===== src/rtl/cmos_capture_ctrl.sv =====
// Frame-level capture sequencer: skips settling frames, gates capture on vsync,
// clips lines/frames to the active window and flags short or malformed frames.
//   state   | meaning
//   IDLE    | capture disabled, waiting for capture_en
//   SKIP    | discarding camera settling frames (counts vsync pulses)
//   WAIT_VS | armed, waiting for the next frame start
//   ACTIVE  | capturing the current frame
module cmos_capture_ctrl #(
    parameter int H_ACTIVE    = 1024,
    parameter int V_ACTIVE    = 768,
    parameter int SKIP_FRAMES = 10,
    parameter int DW          = 16
) (
    input  logic                          cmos_pclk,
    input  logic                          rst_n,
    input  logic                          capture_en,
    input  logic                          vsync_pulse,
    input  logic                          href_in,
    input  logic [DW-1:0]                 data_in,
    output logic                          wr_en,
    output logic [DW-1:0]                 wr_data,
    output logic                          frame_start,
    output logic                          frame_done,
    output logic                          frame_err,
    output logic                          busy,
    output logic [$clog2(V_ACTIVE+1)-1:0] line_cnt,
    output logic [7:0]                    frame_cnt
);

    localparam int PW = $clog2(H_ACTIVE + 2);
    localparam int LW = $clog2(V_ACTIVE + 1);
    localparam int SW = $clog2(SKIP_FRAMES + 2);

    localparam logic [1:0] IDLE    = 2'd0;
    localparam logic [1:0] SKIP    = 2'd1;
    localparam logic [1:0] WAIT_VS = 2'd2;
    localparam logic [1:0] ACTIVE  = 2'd3;

    logic [1:0]    state;
    logic [SW-1:0] skip_cnt;
    logic          skip_done;
    logic [PW-1:0] pix_cnt;
    logic          line_err;
    logic          href_d;

    logic          line_end;
    logic          line_bad;
    logic [LW-1:0] line_nxt;
    logic          last_line;

    assign line_end  = href_d & ~href_in;
    assign line_bad  = line_err | (pix_cnt != PW'(H_ACTIVE));
    assign line_nxt  = line_cnt + LW'(1);
    assign last_line = line_end && (line_nxt == LW'(V_ACTIVE));
    assign busy      = (state == ACTIVE);

    always_ff @(posedge cmos_pclk or negedge rst_n) begin
        if (!rst_n) begin
            state       <= IDLE;
            skip_cnt    <= '0;
            skip_done   <= 1'b0;
            pix_cnt     <= '0;
            line_err    <= 1'b0;
            href_d      <= 1'b0;
            wr_en       <= 1'b0;
            wr_data     <= '0;
            frame_start <= 1'b0;
            frame_done  <= 1'b0;
            frame_err   <= 1'b0;
            line_cnt    <= '0;
            frame_cnt   <= '0;
        end else begin
            frame_start <= 1'b0;
            frame_done  <= 1'b0;
            frame_err   <= 1'b0;
            wr_en       <= 1'b0;
            href_d      <= href_in;
            case (state)
                IDLE: begin
                    if (capture_en)
                        state <= (!skip_done && SKIP_FRAMES > 0) ? SKIP : WAIT_VS;
                end
                SKIP: begin
                    if (vsync_pulse) begin
                        skip_cnt <= skip_cnt + SW'(1);
                        if (skip_cnt + SW'(1) == SW'(SKIP_FRAMES)) begin
                            skip_done <= 1'b1;
                            state     <= WAIT_VS;
                        end
                    end
                end
                WAIT_VS: begin
                    if (!capture_en) begin
                        state <= IDLE;
                    end else if (vsync_pulse) begin
                        state       <= ACTIVE;
                        frame_start <= 1'b1;
                        pix_cnt     <= '0;
                        line_cnt    <= '0;
                        line_err    <= 1'b0;
                    end
                end
                ACTIVE: begin
                    wr_en   <= href_in && (pix_cnt < PW'(H_ACTIVE));
                    wr_data <= data_in;
                    // A completing line end wins over a coincident vsync pulse.
                    if (last_line) begin
                        line_cnt <= line_nxt;
                        pix_cnt  <= '0;
                        line_err <= line_bad;
                        if (line_bad) begin
                            frame_err <= 1'b1;
                        end else begin
                            frame_done <= 1'b1;
                            frame_cnt  <= frame_cnt + 8'd1;
                        end
                        state <= capture_en ? WAIT_VS : IDLE;
                    end else if (vsync_pulse) begin
                        frame_err <= 1'b1;
                        if (capture_en) begin
                            frame_start <= 1'b1;
                            pix_cnt     <= '0;
                            line_cnt    <= '0;
                            line_err    <= 1'b0;
                        end else begin
                            state <= IDLE;
                        end
                    end else if (line_end) begin
                        line_cnt <= line_nxt;
                        pix_cnt  <= '0;
                        line_err <= line_bad;
                    end else if (href_in && pix_cnt != PW'(H_ACTIVE + 1)) begin
                        pix_cnt <= pix_cnt + PW'(1);
                    end
                end
            endcase
        end
    end

endmodule


===== config.mk =====
export PLATFORM = sky130hd
export DESIGN_NAME = cmos_capture_ctrl
export DESIGN_NICKNAME = d
export VERILOG_FILES = /design/src/rtl/cmos_capture_ctrl.sv
export SDC_FILE = /design/constraint.sdc
export NUM_CORES = 1
export LEC_CHECK = 0
export CAP_MARGIN = 20
export CORE_MARGIN = 2
export CORE_UTILIZATION = 54
export CTS_BUF_LIST = sky130_fd_sc_hd__clkbuf_4 sky130_fd_sc_hd__clkbuf_8
export CTS_CLUSTER_SIZE = 30
export DETAILED_ROUTE_END_ITERATION = 8
export GPL_TIMING_DRIVEN = 0
export PLACE_DENSITY = 0.83
export SLEW_MARGIN = 20
export SYNTH_ARGS = -nofsm -noshare
export SYNTH_HDL_FRONTEND = slang
export SYNTH_SLANG_ARGS = --single-unit
export TNS_END_PERCENT = 10

===== constraint.sdc =====
create_clock -name cmos_pclk -period 3.05 [get_ports cmos_pclk]
set_input_delay 0.61 -clock cmos_pclk [delete_from_list [all_inputs] [get_ports cmos_pclk]]
set_output_delay 0.61 -clock cmos_pclk [all_outputs]
set_load 0.005 [all_outputs]

; Word level (Yosys, flattened, before mapping)
; Index checks and enable logic that the tools add are counted.
[word_totals]
ff_bits = 58
input_bits = 21
out_inout_bits = 39
wordCells = 97
[classes]
n_reduce_logical = 11
n_lt_le_gt_ge = 1
n_mux = 46
eq_ne = 18
n_addsub = 4
bitwise = 4
[op_table]
columns = cell, n
row1 = 11-bit 2-to-1 mux, 7
row2 = 10-bit 2-to-1 mux, 6
row3 = "11-bit != test, second input constant", 2
row4 = 11-bit one-hot mux with 2 select lines, 1
row5 = 2-bit 2-to-1 mux, 10
row6 = 10-bit one-hot mux with 2 select lines, 1
row7 = 1-bit 2-to-1 mux, 18
row8 = "11-bit by 1-bit adder with 11-bit output, second input constant", 1
row9 = "11-bit less-than comparator, second input constant", 1
row10 = "10-bit by 1-bit adder with 10-bit output, second input constant", 1
row11 = "10-bit == test, second input constant", 1
row12 = "2-bit != test, second input constant", 5
row13 = 5-bit AND reduction, 2
row14 = "8-bit by 1-bit adder with 8-bit output, second input constant", 1
row15 = 2-bit one-hot mux with 4 select lines, 1
row16 = "3-bit by 2-bit != test with 1-bit output, second input constant", 2
row17 = 3-bit AND reduction, 2
row18 = 6-bit AND reduction, 1
row19 = "5-bit by 2-bit != test with 1-bit output, second input constant", 1
row20 = "4-bit by 1-bit adder with 4-bit output, second input constant", 1
row21 = "2-bit == test, second input constant", 2
row22 = "4-bit == test, second input constant", 1
row23 = "4-bit by 2-bit != test with 1-bit output, second input constant", 1
row24 = "4-bit by 3-bit != test with 1-bit output, second input constant", 1
row25 = other kinds (10), 14

; Depth between registers and ports, before layout
[depth]
word_depth = 7
ltp_mapped = 8
depth_no_buf = 7

; Worst setup path after synthesis
; No wires, ideal clock.
[synth_timing]
path_type = register to register
startpoint = reg line_cnt[0]
endpoint = reg frame_cnt[1]
path_slack_ns = 0.674
required_ns = 2.925
path_stages_with_launch = 8
path_buffers = 0
period_less_slack_ns = 2.376
setup_ns = 0.125
t_arrival_ns = 2.251
cell_sequence = dfrtp_1 ha_1 nor2b_1 nor4bb_1 o211a_1 nand4_1 nor2_1 mux2_2
[synth_between]
elab_chain_len = 4
[synth_rtl]
columns = element, line
row1 = from (decl), 26  ; output logic [$clog2(V_ACTIVE+1)-1:0] line_cnt,
row2 = from (signal assigned), 108  ; line_cnt <= line_nxt;
row3 = from (signal assigned), 129  ; line_cnt <= line_nxt;
row4 = 10-bit by 1-bit adder with 10-bit output, 53  ; assign line_nxt = line_cnt + LW'(1);
row5 = 10-bit == test, 54  ; assign last_line = line_end && (line_nxt == LW'(V_ACTIVE));
row6 = 1-bit logical AND, 54
row7 = 3-bit AND reduction (no line), n/a
row8 = to (signal assigned), 115  ; frame_cnt <= frame_cnt + 8'd1;
row9 = to (decl), 27  ; output logic [7:0] frame_cnt
; Every way passes these cells.
; A chain may end at the register's enable or synchronous reset.

; Worst setup path in the final report
[layout_timing]
startpoint = reg state[0]
endpoint = out busy
[layout_between]
elab_chain_len = 1
[layout_rtl]
columns = element, line
row1 = from (decl), 39  ; logic [1:0] state;
row2 = from (signal assigned), 81  ; state <= (!skip_done && SKIP_FRAMES > 0) ? SKIP : WAIT_VS;
row3 = from (signal assigned), 117  ; state <= capture_en ? WAIT_VS : IDLE;
row4 = 2-bit == test, 55  ; assign busy = (state == ACTIVE);
row5 = to (decl), 25  ; output logic busy,
; Every way passes these cells.

==> flow_summary.ini <==
[yosys]
synth_fa_ha_area_frac = 0.0329
netlist.area_leader.share = 0.478
netlist_area_sq_mm = 0.00304
synth_top_flop_cell = dfrtp_1
ys_types = 50
synth_xor_area_frac = 0.0317
syn_avg_cell_area_sq_um = 9.07
synth_cells = 335
synth_compound_area_frac = 0.134
synthesis.nets = 364
yosys.area_share.simple = 0.259
yosys_warnings = 0
seq_area_frac_synth = 0.478
ys_ff_latch = 58
synth_edf_count = 0
yosysTopAreaCell = dfrtp_1
synthMuxAreaShare = 0.0206
synth_area_leaders = dfrtp_1, nand2_1, ha_1, nand4_1, nand3_1
synth_top_family_by_area = simple AND/OR/NAND/NOR gates
async_flop_share = 1.00

[timing]
finalHoldViolCount = 0
worstMarginPinSlew_ps = 695
fin_crit_sh = 0.903
finalCriticalPeriod_ps = 2760
fmax_mhz = 363
setup_viol = 0
maxSlewHeadroom = 0.536
setup_ws_ps = 295
slew_viol_final = 0
skew_ps = 6.50
rsz0062_at_grt = no
hold_slack_ps = 334

[cts]
clk_pin_slew_ps = 60
cts_tree = yes
clock_latency_ps = 330
cts_buffers = 9
clockBufferDepth = 2
cts_sinks = 58
cts_root_buf = clkbuf_8
postCtsHoldBufs = 0
h-tree-depth = 3

[floorplanning]
die_height_microns = 79.0
pin_count = 60
start_util = 0.555
std_cell_rows = 27
die_w_microns = 79.0
core_area_sq_mm = 0.00547
die_area_sq_mm = 0.00624

[flow_run]
maxCapViolations = 0

[detailed_routing]
drt_pre_antenna_iters = 5
drt_iter0_drc = 219
drc = 0
num_vias = 2789
postRouteAntennaNets = 0
via_per_inst = 5.75
wl_per_cell_microns = 14.6
wl_microns = 7100

[finish]
fillers = 434
areaGrowthSynthToFinish_pct = 30.6
nets = 437
drive_gt1_frac = 0.0799
num_antenna_cells = 0
final_cell_mix = nand2_1, dfrtp_1, clkdlybuf4s50_1
final_common_cell = nand2_1

[setup_path]
end_kind = output port
cp.required_ps = 2440
crit_family = buffers and inverters
path_class = flip-flop to output port
crit_fanout = 10
arrival_ps = 2150
path_cells = clkbuf_1, nand2_1, clkinv_1, clkbuf_2, clkdlybuf4s50_1
critPathBufInv = 4
crit_slowest_cell = clkdlybuf4s50_1
critPathMaxStageDelay_ps = 540
start_kind = flip-flop

[placed_design]
place_ws_ps = -289
portBuffers = 59
hpwl_microns = 4710
gp_congestion = 0.865

[grt]
first_global_vias = 2753
antenna_found_initial = 0
grt_usage = 0.247
grt_max_degree = 59
grt_pass1_wl_microns = 12300
grt.overflow.total = 0

[power_and_ir_drop]
irDropWorstVdd_mv = 0.492
power_leakage_nw = 1.73
power_density_mw_per_mm2 = 795

[run_status]
status = finished, final reports clean

[min_path]
hp-class = primary input to async pin
logic make-up (layout without fill, tap and decap cells):
| family | after synthesis | in the layout |
|---|---|---|
| buffers and inverters | 34 | 112 |
| muxes | 6 | 6 |
| and+or+nand+nor | 158 | 158 |
| adders and majority gates | 8 | 8 |
| DFF | 58 | 58 |
| AOI/OAI and AO/OA | 60 | 60 |
| xor gates and xnor gates | 11 | 11 |
per-stage QoR:
stage | area [sq um] | instances | power [mW] | utilization | TNS (ps)
after detailed placement | 3720 | 466 | 2.34 | 0.679 | -2860
after global placement | 3720 | 466 | 2.30 | 0.680 | -26710
after floorplan | 3040 | 335 | 1.78 | - | 0
after CTS | 3940 | 482 | 3.16 | 0.720 | 0
after global routing | 3970 | 485 | 3.37 | 0.725 | 0
final | 3970 | 485 | 3.15 | 0.725 | 0
final cells by class:
cell class	count	area, sq um	area share
multi-input cells	243	1460	0.367
flip-flops and latches	58	1450	0.366
repair buffers	62	611	0.154
clock buffers	11	145	0.0366
well taps	72	90.1	0.0227
clock inverters	5	77.6	0.0195
inverters	19	71.3	0.0180
plain buffers	15	65.1	0.0164
Yosys cell counts, drive strengths merged, types with 3 or more instances:
| cell type | count |
|---|---|
| inv | 17 |
| nor2 | 12 |
| nor3 | 11 |
| nand4 | 12 |
| ha | 8 |
| nand2 | 68 |
| clkbuf | 10 |
| buf | 5 |
| mux2i | 4 |
| o31ai | 7 |
| o21ai | 13 |
| nor2b | 7 |
| a21oi | 12 |
| nor4 | 7 |
| xnor2 | 4 |
| o221ai | 5 |
| dfrtp | 58 |
| o211ai | 5 |
| or4 | 8 |
| or2 | 3 |
| a31oi | 3 |
| or3 | 5 |
| o22ai | 3 |
| and2 | 3 |
| xor2 | 7 |
| nand3 | 13 |
per-layer routing:
layer | vias up | GRT usage | part of all wire
met5 | - | 0 | 0
met4 | 0 | 0.128 | 0.012
met3 | 11 | 0.0511 | 0.050
met2 | 90 | 0.391 | 0.48
met1 | 1343 | 0.321 | 0.46
li1 | 1345 | - | -
worst reg2reg max path, delay by kind of cell (launching register included):
family | cells | cell delay (ps)
DFF | 1 | 490
adders and majority gates | 1 | 270
and+or+nand+nor | 3 | 860
AOI/OAI and AO/OA | 3 | 640
buffers and inverters | 1 | 350
worst paths after layout:
check	from	to	slack, ps	cells after the start
max in group asynchronous	rst_n	state[1]$_DFFE_PN0P_	2260	1
hold reg to reg	wr_data[13]$_DFFE_PN0P_	wr_data[13]$_DFFE_PN0P_	470	2
min in group cmos_pclk	wr_data[13]$_DFFE_PN0P_	wr_data[13]$_DFFE_PN0P_	470	2
hold / removal	rst_n	line_cnt[7]$_DFFE_PN0P_	330	1
setup / recovery	state[0]$_DFFE_PN0P_	busy	290	5
setup reg to reg	line_cnt[0]$_DFFE_PN0P_	line_cnt[8]$_DFFE_PN0P_	350	8
timing repair:
| action | 4_1_cts | 5_1_grt |
|---|---|---|
| endpoints found under the setup margin | 0 | 12 |
| setup buffers | 0 | 3 |
| resized for setup | 0 | 3 |
power by group:
part	internal, mW	switching, mW	leakage (nW)	total (mW)
Sequential	0.990	0.182	0.758	1.17
Clock	0.489	0.306	0.113	0.795
Combinational	0.579	0.608	0.864	1.19
Total	2.06	1.10	1.73	3.15
flip-flops by register name, indices dropped and copies added, names as in the netlist, 2 cells and up:
register	count
line_cnt	10
frame_cnt	8
state	2
wr_data	16
pix_cnt	11
skip_cnt	4
Note: power is estimated with default switching activity, not from simulation.
